`src/rtl/mixcolumns_pkg.sv`:
```
// Shared AES constants and FSM state type for the MixColumns block.
// Holds the GF(2^8) reduction constant, the column geometry and the FSM state type.
package mixcolumns_pkg;
  localparam int NUM_COLS = 4;
  localparam int BYTE_W   = 8;
  localparam int COL_W    = NUM_COLS * BYTE_W;
  localparam int STATE_W  = NUM_COLS * COL_W;

  localparam logic [BYTE_W-1:0] RED_POLY = 8'h1b;

  typedef enum logic [1:0] {
    IDLE = 2'd0,
    BUSY = 2'd1,
    DONE = 2'd2
  } state_t;
endpackage

```
`src/rtl/mixcolumns_col.sv`:
```
// Purpose: AES MixColumns transform of one 32-bit column (row 0 = lowest byte).
// Latency: purely combinational, 0 cycles.
// Backpressure: none; the output follows the input continuously.
module mixcolumn_col
  import mixcolumns_pkg::*;
(
  input  logic [COL_W-1:0] col_in,
  output logic [COL_W-1:0] col_out
);

  function automatic logic [BYTE_W-1:0] xtime(input logic [BYTE_W-1:0] a);
    return {a[BYTE_W-2:0], 1'b0} ^ (a[BYTE_W-1] ? RED_POLY : '0);
  endfunction

  logic [BYTE_W-1:0] a0, a1, a2, a3;
  logic [BYTE_W-1:0] x0, x1, x2, x3;

  assign {a3, a2, a1, a0} = col_in;

  assign x0 = xtime(a0);
  assign x1 = xtime(a1);
  assign x2 = xtime(a2);
  assign x3 = xtime(a3);

  // 3a is expanded as xtime(a) ^ a
  assign col_out[7:0]   = x0 ^ (x1 ^ a1) ^ a2 ^ a3;
  assign col_out[15:8]  = a0 ^ x1 ^ (x2 ^ a2) ^ a3;
  assign col_out[23:16] = a0 ^ a1 ^ x2 ^ (x3 ^ a3);
  assign col_out[31:24] = (x0 ^ a0) ^ a1 ^ a2 ^ x3;

endmodule

```
`src/rtl/mixcolumns.sv`:
```
// Purpose: AES MixColumns over a full 128-bit state, one column per cycle via a shared column unit.
// Latency: 4 cycles from the start edge to done, with state_out complete in that same cycle.
// Backpressure: none; a new start aborts any job in flight and restarts with the new inputs.
module mixcolumns
  import mixcolumns_pkg::*;
(
  input  logic               clk,
  input  logic               rst_n,
  input  logic               start,
  input  logic               skip,
  input  logic [STATE_W-1:0] state_in,
  output logic [STATE_W-1:0] state_out,
  output logic               done,
  output logic               busy
);

  state_t             state_q, state_d;
  logic [1:0]         col_cnt;
  logic [STATE_W-1:0] state_lat;
  logic               skip_lat;
  logic [COL_W-1:0]   col_cur, col_mix;

  assign col_cur = state_lat[{col_cnt, 5'd0} +: COL_W];

  mixcolumn_col u_col (
    .col_in  (col_cur),
    .col_out (col_mix)
  );

  always_ff @(posedge clk or negedge rst_n) begin
    if (!rst_n) state_q <= IDLE;
    else        state_q <= state_d;
  end

  // start wins from every state, including the final column edge
  always_comb begin
    state_d = state_q;
    if (start) begin
      state_d = BUSY;
    end else begin
      case (state_q)
        BUSY:    if (col_cnt == 2'd3) state_d = DONE;
        default: state_d = state_q;
      endcase
    end
  end

  always_ff @(posedge clk or negedge rst_n) begin
    if (!rst_n) begin
      state_out <= '0;
      state_lat <= '0;
      skip_lat  <= 1'b0;
      col_cnt   <= 2'd0;
      done      <= 1'b0;
      busy      <= 1'b0;
    end else if (start) begin
      state_lat <= state_in;
      skip_lat  <= skip;
      col_cnt   <= 2'd0;
      state_out <= '0;
      done      <= 1'b0;
      busy      <= 1'b1;
    end else if (state_q == BUSY) begin
      state_out[{col_cnt, 5'd0} +: COL_W] <= skip_lat ? col_cur : col_mix;
      // col_cnt wraps 3->0 on the same edge that enters DONE
      col_cnt <= col_cnt + 2'd1;
      if (col_cnt == 2'd3) begin
        done <= 1'b1;
        busy <= 1'b0;
      end
    end
  end

endmodule

```
`config.mk`:
```
export PLATFORM = sky130hd
export DESIGN_NAME = mixcolumns
export DESIGN_NICKNAME = d
export VERILOG_FILES = /design/src/rtl/mixcolumns_pkg.sv /design/src/rtl/mixcolumns_col.sv /design/src/rtl/mixcolumns.sv
export SDC_FILE = /design/constraint.sdc
export NUM_CORES = 1
export LEC_CHECK = 0
export CELL_PAD_IN_SITES_DETAIL_PLACEMENT = 0
export CELL_PAD_IN_SITES_GLOBAL_PLACEMENT = 1
export CORE_MARGIN = 2
export CORE_UTILIZATION = 38
export CTS_CLUSTER_DIAMETER = 200
export DETAILED_ROUTE_END_ITERATION = 16
export PLACE_DENSITY = 0.83
export SLEW_MARGIN = 20
export SYNTH_ARGS = -nofsm -noshare
export SYNTH_HDL_FRONTEND = slang
export SYNTH_SLANG_ARGS = --single-unit
```
`constraint.sdc`:
```
create_clock -name clk -period 2.6 [get_ports clk]
set_input_delay 0.78 -clock clk [delete_from_list [all_inputs] [get_ports clk]]
set_output_delay 0.78 -clock clk [all_outputs]
set_load 0.03 [all_outputs]
```
# Yosys cells after proc, flatten, opt, wreduce, memory -nomap -nowiden
# Index checks and enable logic that the tools add are counted.
dict set report op_classes {
  n_reduce_logical 3
  bitwise 20
  n_addsub 2
  mux 19
  n_shift 3
  n_eq_ne 2
}
# op n
set ops {}
lappend ops {{$mux W128} 2}
lappend ops {{$xor A8 B8 Y8} 20}
lappend ops {{$bwmux W128} 1}
lappend ops {{$shift A32 B9 Y128 const A} 1}
lappend ops {{$shiftx A128 B8 Y32} 1}
lappend ops {{$shiftx A32 B9 Y128} 1}
lappend ops {{$mux W32} 1}
lappend ops {{$mux W5} 4}
lappend ops {{$mux W2} 5}
lappend ops {{$neg A7 Y9} 1}
lappend ops {{$mux W1} 6}
lappend ops {{$reduce_bool A2 Y1} 2}
lappend ops {{$add A2 B1 Y2 const B} 1}
lappend ops {{$eq A2 B1 Y1 const B} 1}
lappend ops {{$eq A2 B2 Y1 const B} 1}
lappend ops {{$reduce_and A2 Y1} 1}
dict set report word_totals {
  register_bits 263
  wordCells 56
  output_inout_bits 130
}

# Longest topological paths before layout
# Gate-level depths: netlist of the first run.
dict set report logic_depth {
  depth_word 12
  mapped_depth 10
  mapped_depth_nobuf 6
}

# Modules after synthesis
# A second synthesis of the first run with hierarchy kept.
dict set report unflattened {
  cells_unflattened 1023
  area_unflattened_um2 13168.9
}
# mod seq_area_each_um2 n_inst cells_per_inst area_each_um2
set by_module_without_submodules {}
lappend by_module_without_submodules {mixcolumns 6531.3 1 944 11861.4}
lappend by_module_without_submodules {mixcolumn_col 0.0 1 79 1307.5}

# Least setup slack after synthesis of the first run
# No wires, ideal clock.
dict set report synth_timing {
  kind {register to register}
  startpoint {register col_cnt[0]}
  endpoint {register state_out[118]}
  setup_time_ns 0.077
  t_arrival_ns 2.381
  path_slack_ns 0.142
  synth_period_minus_slack_ns 2.458
  stages_incl_launch_ff 10
  path_buffers 3
  path_cell_list {dfrtp_1 buf_6 buf_6 inv_1 ha_1 or3b_2 nor4_1 clkbuf_1 a22oi_1 o21ai_1}
}
dict set report synth_between {
  elab_chain_len 12
  elab_cells_between_ends 32
  cone_classes {add/sub (1); shift (3); mux (8); bitwise (20)}
}
# item line_no
set synth_rtl {}
lappend synth_rtl {{from (decl)} mixcolumns.sv:18} ;# logic [1:0] col_cnt;
lappend synth_rtl {{from (signal assigned)} mixcolumns.sv:66} ;# col_cnt <= col_cnt + 2'd1;
lappend synth_rtl {{$shiftx A128 B8 Y32} mixcolumns.sv:23} ;# assign col_cur = state_lat[{col_cnt, 5'd0} +: COL_W];
lappend synth_rtl {{$mux W5} mixcolumns_col.sv:12} ;# return {a[BYTE_W-2:0], 1'b0} ^ (a[BYTE_W-1] ? RED_POLY : '0);
lappend synth_rtl {{$xor A8 B8 Y8} mixcolumns_col.sv:12}
lappend synth_rtl {{$xor A8 B8 Y8, on equally long branches (4 in a row)} {mixcolumns_col.sv:26, mixcolumns_col.sv:29}}
lappend synth_rtl {{$mux W32} mixcolumns.sv:64} ;# state_out[{col_cnt, 5'd0} +: COL_W] <= skip_lat ? col_cur : col_mix;
lappend synth_rtl {{$shiftx A32 B9 Y128} mixcolumns.sv:64}
lappend synth_rtl {{$bwmux W128 *} mixcolumns.sv:64}
lappend synth_rtl {{$mux W128 *} mixcolumns.sv:63} ;# end else if (state_q == BUSY) begin
lappend synth_rtl {{$mux W128 *} mixcolumns.sv:56} ;# end else if (start) begin
lappend synth_rtl {{to (signal, indexed assignment)} mixcolumns.sv:64}
lappend synth_rtl {{to (decl)} mixcolumns.sv:12} ;# output logic [STATE_W-1:0] state_out,
# Mark *: on every way between the ends. The rest lies on a longest branch, timed or not. The select of a mux whose other input is x is not followed.
# A chain may end at the register's enable or synchronous reset.

==> results of run 1 <==
[area by class of cell]
| class | count | area share |
|---|---|---|
| clock buffer | 42 | 0.04994 |
| clock inverter | 8 | 0.006139 |
| inverter | 2 | 0.0004492 |
| multi-input combinational | 536 | 0.3307 |
| sequential | 261 | 0.3909 |
| tap | 442 | 0.03309 |
| timing repair buffer | 317 | 0.1888 |
[registers in the layout (all words and copies together) (netlist names)]
name       cells
state_lat    128
state_out    128
col_cnt        2
done           1
skip_lat       1
state_q        1
[final timing paths]
path	to	startpoint	depth (start not counted)	slack, ns
min	state_out[37]$_DFFE_PN0P_	rst_n	1	0.17
min in group clk	state_lat[18]$_DFFE_PN0P_	state_lat[18]$_DFFE_PN0P_	1	0.50
min reg2reg	state_lat[18]$_DFFE_PN0P_	state_lat[18]$_DFFE_PN0P_	1	0.50
max in group asynchronous	state_out[118]$_DFFE_PN0P_	rst_n	2	1.74
max reg2reg	state_out[35]$_DFFE_PN0P_	col_cnt[0]$_DFFE_PN0P_	5	0.10
max	busy	state_q[0]$_DFFE_PN0P_	1	0.09
[through the flow]
stage	hold slack, ns	instance area (um^2)	setup slack, ns
finish	0.1673	16710	0.09388
global route	0.1975	16710	-0.01035
CTS	0.1879	16680	0.01519
detailed placement	0.4909	15740	0.04822
global placement	0.4848	15740	0.05881
floorplan	0.4752	12420	0.1424
[cell usage in the layout, fill, tap and decap left out, types with 4 or more instances in the layout]
master / count
o21ai_1: 103
a31oi_1: 12
dfrtp_1: 260
xor3_1: 5
mux4_2: 32
nor3b_1: 12
clkbuf_16: 29
nand2_1: 5
ha_1: 4
buf_4: 46
xnor2_4: 6
clkdlybuf4s50_1: 259
clkbuf_1: 7
clkbuf_8: 6
buf_12: 9
o21ai_0: 25
a22oi_1: 116
xor2_1: 11
xor2_2: 4
mux2_2: 129
xnor3_1: 39
[power groups by stage]
| stage | Combinational, mW | Clock (mW) | Sequential (mW) |
|---|---|---|---|
| detailed placement | 9.74 | 0 | 4.99 |
| CTS | 9.82 | 4.13 | 4.92 |
| global route | 10.3 | 4.31 | 4.97 |
| global placement | 9.67 | 0 | 4.98 |
| finish | 9.91 | 4.07 | 4.92 |
| floorplan | 5.89 | 0 | 5.44 |
[logic make-up after synthesis]
kind of cell | Yosys count | synth area share
adders and majority gates | 4 | 0.004030
DFF | 261 | 0.5259
muxes | 161 | 0.1750
AOI/OAI and AO/OA | 263 | 0.1308
xor gates and xnor gates | 71 | 0.1129
buffers and inverters | 81 | 0.03163
and+or+nand+nor | 37 | 0.01975
[routing by layer]
layer / share of wire / GRT usage / wire (um)
met4: 0.032 / 0.06571 / 1204
met3: 0.086 / 0.04876 / 3288
met2: 0.48 / 0.3616 / 18120
met1: 0.41 / 0.3019 / 15520
met5: 0.00034 / 0 / 13
[timing repair]
item,4_1_cts,5_1_grt
resized for setup,0,2
buffers inserted,0,3
endpoints found under the setup margin,0,33
==> impl_metrics.py, run 1 <==
metrics = {
    "synthesis": {
        "synth_seq_area_share": 0.5259,
        "yosys_register_bits": 261,
        "async_reset_ff_frac": 1.000,
        "synth_edf_count": 0,
        "synth.top_cell.area_share": 0.5259,
        "yosys.cell_count.top_type": "dfrtp_1",
        "ys_top_cells_by_area": "dfrtp_1 53%, mux2_2 12%, xnor3_1 7.1%",
        "syn-num-nets": 1014,
        "synthDistinctLibCells": 38,
        "synthTopCellsByCount": "261 x dfrtp_1, 129 x mux2_2, 116 x a22oi_1",
        "syn_area_um2": 12420,
        "synthCells": 878,
        "yosysWarningCount": 0,
        "avgSynthCellArea_um2": 14.15,
        "yosysTopAreaCell": "dfrtp_1",
        "ys.flop_type": "dfrtp_1",
    },
    "finish": {
        "syn2layout_area_growth_pct": 34.57,
        "final_util": 0.5163,
        "fin_nets": 1283,
        "multiInputGateArea_um2": 5527,
        "drive_above_1_share": 0.2419,
        "regArea_um2": 6533,
        "fillCellCount": 2795,
        "final_cells": 1608,
        "num_antenna_cells": 0,
    },
    "routing": {
        "viasPerCell": 5.563,
        "route.detailed.drc": 0,
        "via_count": 8946,
        "wl_um": 38150,
        "wl_per_cell_um": 23.73,
        "firstDrtPassIters": 5,
        "ant_nets": 0,
        "drt_iter0_markers": 825,
    },
    "clock_network": {
        "ctsHoldBuffers": 0,
        "htree_num_levels": 1,
        "path_clk_slew_ns": 0.06,
        "cts_buffers": 29,
        "cts_root_buf": "clkbuf_16",
        "clock_sinks": 261,
        "cts_tree": "done",
        "clockBufferDepth": 3,
        "clk_latency_ns": 0.55,
    },
    "setup_path": {
        "end_kind": "primary output",
        "arrival_ns": 1.73,
        "crit_family": "buffers and inverters",
        "crit_buf_inv": 1,
        "crit_fanout": 6,
        "critPathLaunchType": "flop",
        "crit_chain": "clkdlybuf4s50_1",
        "required_ns": 1.82,
        "critPathMaxStageDelay_ns": 0.75,
        "crit_type": "reg2out",
        "cp_slowest_cell": "clkdlybuf4s50_1",
    },
    "die": {
        "rows": 66,
        "die_x_um": 184.8,
        "die_h_um": 184.8,
        "ios": 262,
        "start_util": 0.3837,
        "die_area_um2": 34150,
        "fp.coreArea_um2": 32370,
    },
    "timing": {
        "fmax_mhz": 399.0,
        "report.final.slew_viol_count": 0,
        "worst_pin_slew_ns": 0.6251,
        "report.final.hold_viol_count": 0,
        "fin_crit_sh": 0.9639,
        "fin_skew_ns": 0.01361,
        "rsz0062_at_grt": "yes",
        "relSlewSlack": 0.5824,
        "setup_viol": 0,
        "finalSetupTns_ns": 0,
        "fin_crit_ns": 2.506,
    },
    "place": {
        "numPortBuffers": 261,
        "post-dp-hpwl_um": 27190,
        "placedCellCount": 1555,
        "gp_congestion": 0.8591,
    },
    "power": {
        "p_int_mw": 11.39,
        "vdd_ir_drop_max_mv": 0.7870,
        "total_leakage_power_nw": 7.008,
        "fin_total_pwr_mw": 18.90,
        "p_per_area_nw_per_um2": 1131,
        "p_comb_frac": 0.524,
        "sequentialPowerShare": 0.260,
        "swShare": 0.3973,
        "power.switching_mw": 7.509,
        "clockPowerShare": 0.215,
    },
    "global_routing": {
        "groute.usage.overall": 0.2229,
        "grt_pass1_wl_um": 57220,
        "grt-ovfl-total": 0,
        "grt_pass1_vias": 9133,
        "grt_start_max_net_pins": 58,
        "grt_antenna_before_repair": 1,
    },
    "job": {
        "maxCapViolations": 0,
    },
    "run_status": {
        "outcome": "finished, final reports clean",
    },
    "min_path": {
        "hold_class": "in2async",
    },
}
No activity file was read; power rests on OpenSTA's default activity.
==> inputs of run 2 (changes only) <==
--- a/config.mk
+++ b/config.mk
@@ -16,3 +16,4 @@
 export SYNTH_ARGS = -nofsm -noshare
 export SYNTH_HDL_FRONTEND = slang
 export SYNTH_SLANG_ARGS = --single-unit
+export TNS_END_PERCENT = 10
==> impl_metrics.py, run 2 (same netlist as run 1, synthesis figures left out) <==
metrics = {
    "run_status": {
        "outcome": "finished, final reports clean",
    },
    "timing": {
        "setup_viol": 0,
        "report.final.slew_viol_count": 0,
        "fmax_mhz": 399.7,
        "report.final.hold_viol_count": 0,
        "fin_crit_sh": 0.9622,
        "rsz0062_at_grt": "yes",
        "relSlewSlack": 0.5909,
        "worst_pin_slew_ns": 0.6123,
        "fin_skew_ns": 0.01469,
        "fin_crit_ns": 2.502,
    },
    "power": {
        "p_per_area_nw_per_um2": 1130,
        "vdd_ir_drop_max_mv": 0.7867,
        "total_leakage_power_nw": 6.999,
        "fin_total_pwr_mw": 18.88,
    },
    "finish": {
        "design_area_um2": 16700,
        "drive_above_1_share": 0.2414,
        "fin_nets": 1281,
        "mostFrequentLayoutCells": "260 x dfrtp_1, 259 x clkdlybuf4s50_1, 129 x mux2_2",
        "num_antenna_cells": 0,
        "syn2layout_area_growth_pct": 34.51,
        "multiInputGateArea_um2": 5534,
        "final_common_cell": "dfrtp_1",
        "regArea_um2": 6533,
        "fillCellCount": 2794,
        "top_regs": "state_lat x128, state_out x128, col_cnt x2",
    },
    "clock_network": {
        "clock_sinks": 261,
        "clockBufferDepth": 3,
        "htree_num_levels": 1,
        "clk_latency_ns": 0.56,
        "path_clk_slew_ns": 0.06,
        "cts_root_buf": "clkbuf_16",
        "cts_tree": "done",
        "ctsHoldBuffers": 0,
        "cts_buffers": 29,
    },
    "die": {
        "die_h_um": 184.8,
        "die_area_um2": 34150,
        "ios": 262,
        "start_util": 0.3837,
        "die_x_um": 184.8,
        "fp.coreArea_um2": 32370,
        "rows": 66,
    },
    "min_path": {
        "hold_class": "in2async",
    },
    "setup_path": {
        "required_ns": 3.07,
        "crit_fanout": 9,
        "reg2reg_slack_ns": 0.1,
        "arrival_ns": 2.97,
        "r2r_start": "col_cnt[0]$_DFFE_PN0P_",
        "reg2reg_to": "state_out[35]$_DFFE_PN0P_",
        "end_kind": "flop",
        "critPathLaunchType": "flop",
        "rr_worst_depth": 5,
        "crit_type": "reg2reg",
    },
    "global_routing": {
        "grt_start_max_net_pins": 58,
        "groute.usage.overall": 0.2229,
        "globalRouteMet1Util": 0.3019,
        "grt-ovfl-total": 0,
        "grt_util_met2": 0.3616,
        "grt_pass1_vias": 9133,
        "grt_use_met3": 0.04876,
        "grt_antenna_before_repair": 1,
        "grt_pass1_wl_um": 57220,
        "top_usage_layer": "met2",
    },
    "routing": {
        "firstDrtPassIters": 5,
        "ant_nets": 0,
        "via_count": 8934,
        "drt_iter0_markers": 863,
        "viasPerCell": 5.563,
        "route.detailed.drc": 0,
        "wl_um": 38100,
        "wl_per_cell_um": 23.72,
    },
    "place": {
        "post-dp-hpwl_um": 27190,
        "numPortBuffers": 261,
        "gp_congestion": 0.8591,
        "place_area_um2": 15740,
    },
    "job": {
        "maxCapViolations": 0,
    },
}
run 2: final cells by class:
cell class              instances  area share
flip-flops and latches        261      0.3911
multi-input cells             536      0.3313
repair buffers                315      0.1880
clock buffers                  42     0.04996
well taps                     442     0.03311
clock inverters                 8    0.006142
inverters                       2   0.0004494
run 2: metrics by stage:
stage               setup slack (ns)  setup TNS [ns]  utilization  hold WS [ns]  std cells
floorplan                     0.1424               0            -        0.4752        878
global placement             0.05881               0       0.4863        0.4848       1555
detailed placement           0.04822               0       0.4863        0.4909       1555
CTS                          0.01519               0       0.5152        0.1879       1605
global route                -0.01035        -0.01035       0.5160        0.1975       1606
finish                       0.09833               0       0.5160        0.1691       1606
run 2: how the worst max path moves through the flow:
stage	from	endpoint	slack, ns
6_report	col_cnt[0]$_DFFE_PN0P_	state_out[35]$_DFFE_PN0P_	0.1
3_5_place_dp	col_cnt[0]$_DFFE_PN0P_	state_out[99]$_DFFE_PN0P_	0.05
2_1_floorplan	col_cnt[0]$_DFFE_PN0P_	state_out[118]$_DFFE_PN0P_	0.14
4_1_cts	col_cnt[0]$_DFFE_PN0P_	state_out[99]$_DFFE_PN0P_	0.02
3_3_place_gp	col_cnt[0]$_DFFE_PN0P_	state_out[3]$_DFFE_PN0P_	0.06
5_1_grt	col_cnt[0]$_DFFE_PN0P_	state_out[117]$_DFFE_PN0P_	-0.01
run 2: critical path: stages, from the launching register on:
cell and delay (ns):
dfrtp_2 0.39, buf_4 0.17, mux4_2 0.72, xnor2_4 0.36, xnor3_1 0.57, o21ai_1 0.18
run 2: repair_timing:
action | 4_1_cts | 5_1_grt
buffers inserted | 0 | 1
gates resized for setup | 0 | 3
setup endpoints to repair | 0 | 33
run 2: metal layers:
metal	up-vias	share of wire
met5	-	0.00034
li1	3848	-
met3	76	0.086
met4	2	0.032
met1	4552	0.41
met2	456	0.47
run 2: power by group:
group	internal, mW	switching, mW	leakage, nW
combinational	4.40	5.49	3.21
clock	2.41	1.65	0.460
sequential	4.57	0.354	3.33
total	11.4	7.50	7.00
==> inputs of run 3 (changes only) <==
--- a/config.mk
+++ b/config.mk
@@ -8,10 +8,10 @@
 export CELL_PAD_IN_SITES_DETAIL_PLACEMENT = 0
 export CELL_PAD_IN_SITES_GLOBAL_PLACEMENT = 1
 export CORE_MARGIN = 2
-export CORE_UTILIZATION = 38
+export CORE_UTILIZATION = 42
 export CTS_CLUSTER_DIAMETER = 200
 export DETAILED_ROUTE_END_ITERATION = 16
-export PLACE_DENSITY = 0.83
+export PLACE_DENSITY = 0.87
 export SLEW_MARGIN = 20
 export SYNTH_ARGS = -nofsm -noshare
 export SYNTH_HDL_FRONTEND = slang
==> constraint.sdc (replaced) <==
create_clock -name clk -period 2.86 [get_ports clk]
set_input_delay 0.858 -clock clk [delete_from_list [all_inputs] [get_ports clk]]
set_output_delay 0.858 -clock clk [all_outputs]
set_load 0.03 [all_outputs]
==> impl_metrics.py, run 3 (same netlist as run 1, synthesis figures left out) <==
metrics = {
    "timing": {
        "fin_crit_sh": 0.9588,
        "fin_worst_hold_slack_ns": 0.2337,
        "report.final.slew_viol_count": 0,
        "fmax_mhz": 364.7,
        "fin_crit_ns": 2.742,
        "relSlewSlack": 0.3635,
        "rsz0062_at_grt": "no",
        "worst_pin_slew_ns": 0.9547,
        "fin_skew_ns": 0.01398,
        "finalSetupTns_ns": 0,
        "setup_viol": 0,
        "report.final.hold_viol_count": 0,
    },
    "finish": {
        "final_cells": 1525,
        "drive_above_1_share": 0.2305,
        "top_regs": "state_lat x128, state_out x128, col_cnt x2",
        "num_antenna_cells": 0,
        "mostFrequentLayoutCells": "259 x dfrtp_1, 259 x clkdlybuf4s50_1, 129 x mux2_2",
        "fin_nets": 1255,
        "fillCellCount": 2333,
        "syn2layout_area_growth_pct": 32.91,
    },
    "setup_path": {
        "crit_type": "reg2reg",
        "crit_fanout": 21,
        "required_ns": 3.27,
        "end_kind": "flop",
        "critPathLaunchType": "flop",
        "arrival_ns": 3.16,
    },
    "run_status": {
        "outcome": "finished, final reports clean",
    },
    "power": {
        "fin_total_pwr_mw": 17.17,
        "total_leakage_power_nw": 6.921,
        "p_per_area_nw_per_um2": 1040,
        "vdd_ir_drop_max_mv": 0.5824,
    },
    "global_routing": {
        "grt_antenna_before_repair": 2,
        "grt_pass1_vias": 9015,
        "groute.usage.overall": 0.2396,
        "grt_pass1_wl_um": 56060,
        "grt_start_max_net_pins": 79,
        "grt-ovfl-total": 0,
    },
    "clock_network": {
        "clk_latency_ns": 0.56,
        "path_clk_slew_ns": 0.06,
        "clock_sinks": 261,
        "cts_tree": "done",
        "cts_root_buf": "clkbuf_16",
        "post_cts_buffers": 0,
        "cts-resized-gates": 0,
        "htree_num_levels": 1,
        "ctsHoldBuffers": 0,
        "clockBufferDepth": 3,
        "cts_buffers": 28,
    },
    "place": {
        "post-dp-hpwl_um": 26050,
        "gp_congestion": 0.8032,
        "placedCellCount": 1473,
        "numPortBuffers": 261,
    },
    "die": {
        "die_x_um": 176.0,
        "start_util": 0.4292,
        "rows": 62,
        "die_area_um2": 30960,
        "fp.coreArea_um2": 28940,
        "ios": 262,
        "die_h_um": 176.0,
    },
    "min_path": {
        "hold_class": "in2async",
    },
    "routing": {
        "viasPerCell": 5.812,
        "via_count": 8864,
        "drt_iter0_markers": 786,
        "dr.max_layer_used": "met5",
        "wl_per_cell_um": 24.24,
        "wl_met1_um": 14540,
        "wl_um": 36970,
        "wl_met2_um": 17400,
        "wl_met3_um": 3699,
        "firstDrtPassIters": 6,
        "ant_nets": 0,
        "route.detailed.drc": 0,
    },
    "job": {
        "maxCapViolations": 0,
    },
}
==> run 3: changes by cell type in the layout (fill, tap and decap cells not counted), sizes merged <==
cell,change
clkinvlp,+1
clkbuf,-7
inv,-2
bufinv,+5
clkinv,+5
buf,-25
==> run 3: per-layer routing <==
metal  GRT usage  vias to the layer above
met5           0                        -
met4     0.07748                        4
met3     0.06718                       97
met2      0.3853                      475
met1      0.3166                     4489
li1            -                     3799
==> run 3: critical path: stages (launching register included) <==
cell and delay (ns):
dfrtp_2 0.48, buf_12 0.23, mux4_2 0.64, buf_4 0.23, xnor3_1 0.36, xnor2_1 0.47, o21ai_0 0.17
==> run 3: where the power goes <==
group	internal (mW)	switching [mW]
registers	4.15	0.356
clock network	2.58	1.56
logic	3.75	4.78
total	10.5	6.69
==> run 3: path summary, 6_finish.rpt <==
check / startpoint / to / slack (ns) / cells after the start
max: col_cnt[0]$_DFFE_PN0P_ / state_out[127]$_DFFE_PN0P_ / 0.12 / 6
min: rst_n / state_out[37]$_DFFE_PN0P_ / 0.23 / 1
max reg2reg: col_cnt[0]$_DFFE_PN0P_ / state_out[127]$_DFFE_PN0P_ / 0.12 / 6
min reg2reg: state_lat[87]$_DFFE_PN0P_ / state_lat[87]$_DFFE_PN0P_ / 0.50 / 1
max in group asynchronous: rst_n / state_out[87]$_DFFE_PN0P_ / 1.82 / 2
min in group clk: state_lat[87]$_DFFE_PN0P_ / state_lat[87]$_DFFE_PN0P_ / 0.50 / 1
==> run 3: metrics by stage <==
stage               utilization  setup WS, ns  cell area [um^2]
floorplan                     -        0.3853             12420
global placement         0.5336        0.2390             15440
detailed placement       0.5336        0.1699             15440
CTS                      0.5705        0.1475             16510
global route             0.5705       0.07799             16510
finish                   0.5705        0.1177             16510
==> run 3: layout make-up <==
cell class,count,area [um^2],share of cell area
clock inverter,17,280.3,0.01698
inverter,2,7.507,0.0004548
sequential,261,6534,0.3958
multi-input combinational,536,5519,0.3343
timing repair buffer,290,2899,0.1756
tap,384,480.5,0.02911
clock buffer,35,787.0,0.04768
